## config.mk

```make
export PLATFORM = sky130hd
export DESIGN_NAME = apb_arbiter_2to1
export DESIGN_NICKNAME = d
export VERILOG_FILES = /design/src/rtl/apb_arbiter_2to1.sv
export SDC_FILE = /design/constraint.sdc
export NUM_CORES = 1
export LEC_CHECK = 0
export ABC_AREA = 1
export BUFFER_PORTS_ARGS = -buffer_cell sky130_fd_sc_hd__buf_2
export CORE_AREA = 8 8 122 124
export CTS_BUF_LIST = sky130_fd_sc_hd__clkbuf_8
export DETAILED_ROUTE_END_ITERATION = 16
export DIE_AREA = 0 0 130 132
export GPL_ROUTABILITY_DRIVEN = 0
export PLACE_DENSITY_LB_ADDON = 0.15
export SKIP_LAST_GASP = 1
export SYNTH_ARGS = -nofsm -noshare
export SYNTH_HDL_FRONTEND = slang
export SYNTH_SLANG_ARGS = --single-unit
```

## constraint.sdc

```tcl
create_clock -name clk -period 3.5 [get_ports clk]
set_input_delay 0.875 -clock clk [delete_from_list [all_inputs] [get_ports clk]]
set_output_delay 0.875 -clock clk [all_outputs]
set_load 0.1 [all_outputs]
```

## src/rtl/apb_arbiter_2to1.sv

```systemverilog
// Two-requester APB arbiter: one downstream APB completer port is shared round-robin between two
// upstream APB requester ports, one full transfer per grant; the losing requester is stalled via pready.
module apb_arbiter_2to1 #(
    parameter int G_REGWIDTH   = 32,
    parameter int G_ADDR_WIDTH = 32
) (
    input  logic                      clk,
    input  logic                      rst,

    input  logic                      s0_apb_psel,
    input  logic                      s0_apb_penable,
    input  logic                      s0_apb_pwrite,
    input  logic [2:0]                s0_apb_pprot,
    input  logic [G_ADDR_WIDTH-1:0]   s0_apb_paddr,
    input  logic [G_REGWIDTH-1:0]     s0_apb_pwdata,
    input  logic [G_REGWIDTH/8-1:0]   s0_apb_pstrb,
    output logic                      s0_apb_pready,
    output logic [G_REGWIDTH-1:0]     s0_apb_prdata,
    output logic                      s0_apb_pslverr,

    input  logic                      s1_apb_psel,
    input  logic                      s1_apb_penable,
    input  logic                      s1_apb_pwrite,
    input  logic [2:0]                s1_apb_pprot,
    input  logic [G_ADDR_WIDTH-1:0]   s1_apb_paddr,
    input  logic [G_REGWIDTH-1:0]     s1_apb_pwdata,
    input  logic [G_REGWIDTH/8-1:0]   s1_apb_pstrb,
    output logic                      s1_apb_pready,
    output logic [G_REGWIDTH-1:0]     s1_apb_prdata,
    output logic                      s1_apb_pslverr,

    output logic                      m_apb_psel,
    output logic                      m_apb_penable,
    output logic                      m_apb_pwrite,
    output logic [2:0]                m_apb_pprot,
    output logic [G_ADDR_WIDTH-1:0]   m_apb_paddr,
    output logic [G_REGWIDTH-1:0]     m_apb_pwdata,
    output logic [G_REGWIDTH/8-1:0]   m_apb_pstrb,
    input  logic                      m_apb_pready,
    input  logic [G_REGWIDTH-1:0]     m_apb_prdata,
    input  logic                      m_apb_pslverr,

    output logic                      grant_id
);

    // state     | meaning
    // ST_IDLE   | downstream idle; arbitrate between pending psel requests
    // ST_SETUP  | downstream SETUP phase for the granted requester
    // ST_ACCESS | downstream ACCESS phase; wait for m_apb_pready
    localparam logic [1:0] ST_IDLE   = 2'd0;
    localparam logic [1:0] ST_SETUP  = 2'd1;
    localparam logic [1:0] ST_ACCESS = 2'd2;

    logic [1:0] state_q, state_d;
    logic       grant_q, grant_d;
    logic       last_grant_q, last_grant_d;

    logic       xfer_active;
    logic       in_access;
    logic       xfer_done;

    // Upstream penable plays no part in arbitration; the granted requester's phase is re-created downstream.
    logic       penable_unused;
    assign penable_unused = s0_apb_penable | s1_apb_penable;

    always_comb begin
        state_d      = state_q;
        grant_d      = grant_q;
        last_grant_d = last_grant_q;
        case (state_q)
            ST_IDLE: begin
                if (s0_apb_psel || s1_apb_psel) begin
                    state_d = ST_SETUP;
                    if (s0_apb_psel && s1_apb_psel) begin
                        grant_d = ~last_grant_q;
                    end else begin
                        grant_d = s1_apb_psel;
                    end
                end
            end
            ST_SETUP: begin
                state_d = ST_ACCESS;
            end
            ST_ACCESS: begin
                if (m_apb_pready) begin
                    state_d      = ST_IDLE;
                    last_grant_d = grant_q;
                end
            end
            default: begin
                state_d = ST_IDLE;
            end
        endcase
    end

    // Port 0 wins the first tie after reset, hence last_grant resets to 1.
    always_ff @(posedge clk) begin
        if (rst) begin
            state_q      <= ST_IDLE;
            grant_q      <= 1'b0;
            last_grant_q <= 1'b1;
        end else begin
            state_q      <= state_d;
            grant_q      <= grant_d;
            last_grant_q <= last_grant_d;
        end
    end

    assign xfer_active = (state_q == ST_SETUP) || (state_q == ST_ACCESS);
    assign in_access   = (state_q == ST_ACCESS);
    assign xfer_done   = in_access && m_apb_pready;
    assign grant_id    = grant_q;

    always_comb begin
        m_apb_psel    = xfer_active;
        m_apb_penable = in_access;
        m_apb_pwrite  = 1'b0;
        m_apb_pprot   = '0;
        m_apb_paddr   = '0;
        m_apb_pwdata  = '0;
        m_apb_pstrb   = '0;
        if (xfer_active) begin
            if (grant_q) begin
                m_apb_pwrite = s1_apb_pwrite;
                m_apb_pprot  = s1_apb_pprot;
                m_apb_paddr  = s1_apb_paddr;
                m_apb_pwdata = s1_apb_pwdata;
                m_apb_pstrb  = s1_apb_pstrb;
            end else begin
                m_apb_pwrite = s0_apb_pwrite;
                m_apb_pprot  = s0_apb_pprot;
                m_apb_paddr  = s0_apb_paddr;
                m_apb_pwdata = s0_apb_pwdata;
                m_apb_pstrb  = s0_apb_pstrb;
            end
        end
    end

    // Response is steered only to the granted port and only on the completing cycle.
    always_comb begin
        s0_apb_pready  = 1'b0;
        s0_apb_prdata  = '0;
        s0_apb_pslverr = 1'b0;
        s1_apb_pready  = 1'b0;
        s1_apb_prdata  = '0;
        s1_apb_pslverr = 1'b0;
        if (xfer_done) begin
            if (grant_q) begin
                s1_apb_pready  = 1'b1;
                s1_apb_prdata  = m_apb_prdata;
                s1_apb_pslverr = m_apb_pslverr;
            end else begin
                s0_apb_pready  = 1'b1;
                s0_apb_prdata  = m_apb_prdata;
                s0_apb_pslverr = m_apb_pslverr;
            end
        end
    end

endmodule
```

# Word-level counts from Yosys, hierarchy flattened
# Cells that the tools add are included.
[totals]
ff_bits = 4
latchBits = 0
ram_bits = 0
rom_bits = 0
input_bits = 184
out_inout_bits = 143
elab_cells = 42
mem_count = 0
[classes]
addsub = 0
multipliers = 0
div_mod_pow = 0
order_cmp = 0
eq_ne = 4
shifts = 0
muxes = 26
bitwise = 1
reduce_logical = 8
[op_table]
columns = ["operator", "n"]
rows = [
  ["$mux W32", 8],
  ["$mux W1", 11],
  ["$mux W4", 2],
  ["$mux W3", 2],
  ["$pmux W2 S3", 1],
  ["$reduce_and A2 Y1", 3],
  ["$mux W2", 2],
  ["$ne A2 B2 Y1 const B", 2],
  ["$eq A2 B1 Y1 const B", 1],
  ["$eq A2 B2 Y1 const B", 1],
  ["$logic_and A1 B1 Y1", 2],
  ["$logic_not A2 Y1", 1],
  ["$logic_or A1 B1 Y1", 2],
  ["$not A1 Y1", 1],
]

# Depth between registers and ports, before layout
[depth]
ltp_word = 3
ltp_mapped = 7
depth_no_buf = 6

# Worst setup path before layout
# Ideal clock, no wire load.
[synth_path]
path_type = "register to output"
start = "register state_q[0]"
end = "output port s0_apb_prdata[10]"
t_arrival_ns = 4.092
t_required_ns = 2.625
path_slack_ns = -1.467
path_stages_with_launch = 8
path_buffers = 1
cell_sequence = "dfxtp_1 inv_1 ha_1 nand2_1 nor2_2 inv_2 buf_6 nor2_1"
[synth_via]
elab_chain_cells = 3
[synth_lines]
columns = ["element", "line_no", "source"]
rows = [
  ["from (decl)", "54", "logic [1:0] state_q, state_d;"],
  ["from (signal assigned)", "103", "state_q <= state_d;"],
  ["$eq A2 B2 Y1", "110", "assign in_access = (state_q == ST_ACCESS);"],
  ["net m_apb_penable", "33", "output logic m_apb_penable,"],
  ["$logic_and A1 B1 Y1", "111", "assign xfer_done = in_access && m_apb_pready;"],
  ["$mux W32", "147", "if (xfer_done) begin"],
  ["to (decl)", "18", "output logic [G_REGWIDTH-1:0] s0_apb_prdata,"],
]
# The timed path passes the listed nets, and every way through them passes these cells.

# Final worst setup path
[layout_path]
start = "register state_q[0]"
end = "output port m_apb_pwdata[12]"
[layout_via]
elab_chain_cells = 3
elab_cells_between_ends = 4
classes_between = "eq/ne (2); mux (1); reduce/logical (1)"
[layout_lines]
columns = ["element", "line_no", "source"]
rows = [
  ["$eq A2 B1 Y1 / $eq A2 B2 Y1 (equally long branches)", "109", "assign xfer_active = (state_q == ST_SETUP) || (state_q == ST_ACCESS);"],
  ["$logic_or A1 B1 Y1 *", "109", ""],
  ["$mux W32 *", "122", "if (xfer_active) begin"],
  ["to (decl)", "37", "output logic [G_REGWIDTH-1:0] m_apb_pwdata,"],
]
# Every way passes the cells marked *; elsewhere a longest branch is shown, timed or not.

==> metrics.md <==
| Metric | Value |
|---|---|
| Finished Core Util | 0.3378 |
| Worst-path fanout max | 57 |
| Clk buf depth | 2 |
| Fmax achieved | around 0.32 GHz |
| Total iterations of the first detailed-routing run | 4 |
| Number of buffer and inverter stages on the critical path | 3 |
| Cells after DPL | roughly 860 |
| Number of nets in the layout | ~870 |
| Adder and majority gate portion of the synthesized area | 0.02209 |
| Synth async-reset ratio | 0 |
| Pin count of the biggest net entering global routing | a little under 60 |
| Data required time of the critical path | 2.62 ns |
| Area Growth Syn to Fin | 158.0% |
| Smallest setup slack after layout | 0.3947 ns |
| Type of the most critical hold path | register to register |
| Number of vias per cell after detailed routing | ~4.0 |
| Post-synthesis instance total | 378 |
| Complex-gate fraction of the synthesized area | 0.2239 |
| Crit-path slowest cell | sky130_fd_sc_hd__ha_2 |
| Insertion delay of the later-clocked pin in the worst-skew pair | ~0.22 ns |
| Hold buffers post-CTS | 0 |
| Number of buffers inserted during clock tree synthesis | 3 |
| Cell family with most CP delay | buffers and inverters |
| Cell Chain, Critical Path | inv_1, ha_2, buf_12, o21ai_0, nor2_4, buf_2 |
| Clock transition at path regs | around 0.030 ns |
| Global-route wire length before repair | between 15000 and 20000 um |
| Remaining DRCs | 0 |
| DP HPWL | approximately 10000 um |
| Power Dens Cells | slightly above 400 nW/um^2 |
| XOR/XNOR share of the synthesized area | 0 |
| Setup-violating endpoint count in the final report | 0 |
| Setup Total Neg Slack | 0 ns |
| Flops & latches, synth | 4 |
| Die footprint | ~17000 sq um |
| Endpoint arrival time on the critical path | ~2.2 ns |
| Detailed-route wire length | 12110 um |
| Leading cell types by total area after synthesis | sky130_fd_sc_hd__nor2_1 47%, sky130_fd_sc_hd__o21ai_0 19%, sky130_fd_sc_hd__inv_1 8.2% |
| Worst path max stage delay | approximately 0.52 ns |
| Number of hold violations in the final report | 0 |
| Status | finished, final reports clean |
| CTS root buffer | sky130_fd_sc_hd__clkbuf_8 |
| Number of slew-limit violations in the final report | 0 |
| Count of cell types in the netlist | 17 |
| Total core area | 12980 sq um |
| Yosys warning count | 0 |
| Share of cell area taken by muxes after synthesis | 0 |
| Average wire length per cell after detail routing | between 10 and 15 um |
| Count of instances resized after the clock tree is built | 0 |
| Fraction of final layout cells sized beyond drive strength 1 | 0.7013 |
| Simple-gate share of the synthesized area | 0.5125 |
| Violation count after the first detailed-route iteration | 41 |
| Final Instance Area | approximately 4400 sq um |
| Number of synthesized flops with an enable pin | 0 |
| Max-cap violations | 0 |
| Cell area after placement | between 4000 and 5000 sq um |
| Multi-input gate area in the final layout | roughly 2200 sq um |
| Final Non-Filler Cells | 861 |
| Critical Path Source Type | register |
| Top cell types by occurrence after synthesis | 211 x sky130_fd_sc_hd__nor2_1, 65 x sky130_fd_sc_hd__o21ai_0, 37 x sky130_fd_sc_hd__inv_1 |
| Main combinational cell family by area after synthesis | simple AND/OR/NAND/NOR gates |
| Number of global-route vias before repair | between 3000 and 4000 |
| Avg Inst Size Synth | about 4.5 sq um |
| Storage cell area | roughly 80 sq um |
| Main flop type after synthesis | sky130_fd_sc_hd__dfxtp_1 |
| Total Routing Usage GR | 0.1324 |
| Placement Setup Slack | around 0.39 ns |
| Detail Route Antenna Nets | 0 |
| Total via count after detailed routing | between 3000 and 4000 |
| Least-Margin Pin Slew | about 0.55 ns |
| Clock tree from TritonCTS | built |
| Clock sink count | 4 |
| Peak supply drop | 0.0001830 V |
| Global route total overflow | 0 |
| Library cell with the largest summed area after synthesis | sky130_fd_sc_hd__nor2_1 |
| I/O Buffers | between 300 and 400 |
| Category of the worst setup path capture point | primary output |
| Part of the cycle the worst path needs | 0.8872 |
| Worst setup skew after layout | between 0.001 and 0.0015 ns |
| Fill count | 1415 |
| Initial core utilization | 0.1309 |
| Netlist area before placement | between 1500 and 2000 sq um |
| Post-synth top area share | 0.4661 |
| Final worst path period need | a little over 3 ns |
| Share of the yosys chip area belonging to registers | 0.04713 |
| Number of buffers inserted by post-CTS setup repair | 0 |
| Worst max-slew margin expressed relative to the limit | 0.6390 |
| Lkg Pwr | 2.471 nW |
| Die height | 132 um |
| Setup slack of the worst register-to-register path | ~2 ns |
| Standard-cell row count | 42 |
| RSZ-0062 raised after global routing | false |
| H-tree level count | 1 |
| Antenna violations before repair | 3 |
| Num ports | roughly 330 |
| Most frequently used cell type in the post-synthesis netlist | sky130_fd_sc_hd__nor2_1 |
| Minimum hold slack | about 0.45 ns |
| Worst setup path category | register to primary output |
| Die Wd | roughly 130 um |
| Syn nets | 565 |
| Total power of the final layout | about 1.8 mW |
==> worst paths after layout <==
path	endpoint	startpoint	depth (start not counted)
max	m_apb_pwdata[12]	state_q[0]	6
min	last_grant_q	last_grant_q	2
max reg2reg	last_grant_q	state_q[0]	6
min reg2reg	last_grant_q	last_grant_q	2
==> flip-flops by register name, summed over array words and instances, names as in the netlist <==
register	cells
grant_id	1
state_q	2
last_grant_q	1
==> per-layer routing <==
layer  share of wire  routed length (um)  GRT usage  vias up
li1                -                   -          -     1766
met1            0.34                4120     0.1270     1504
met2            0.54                6479     0.2625      163
met3            0.11                1385    0.04005        8
met4          0.0073                  88    0.03228        4
met5          0.0026                  31          0        -
==> cell families after synthesis <==
logic type      Yosys count
simple gates            226
fa+ha+maj                 3
buf+inv                  69
flops                     4
compound gates           76
==> cell type report <==
cell class | count | share of cell area
flip-flops and latches | 4 | 0.01855
multi-input cells | 305 | 0.4920
well taps | 176 | 0.05023
diodes | 2 | 0.001142
repair buffers | 331 | 0.3938
clock buffers | 3 | 0.009418
inverters | 40 | 0.03482
==> placed cells by master (no fill, tap or decap), drive strengths merged <==
| master | count |
|---|---|
| a21oi | 4 |
| buf | 331 |
| clkbuf | 3 |
| dfxtp | 4 |
| diode | 2 |
| ha | 3 |
| inv | 40 |
| nand2 | 10 |
| nand3 | 3 |
| nor2 | 213 |
| o21ai | 72 |
==> tightest hold or removal path: stages, from the launching register on <==
cell and delay [ns]:
sky130_fd_sc_hd__dfxtp_1 0.31, sky130_fd_sc_hd__a21oi_1 0.06, sky130_fd_sc_hd__nand2_1 0.04
==> where the power goes <==
part	switching [mW]	internal (mW)	total, mW	leakage [nW]
Sequential	0.00333	0.0502	0.0535	0.0333
Clock	0.0230	0.0732	0.0962	0.0216
Combinational	1.37	0.299	1.67	2.42
Total	1.40	0.423	1.82	2.47
Power figures use the tool's default switching activity.
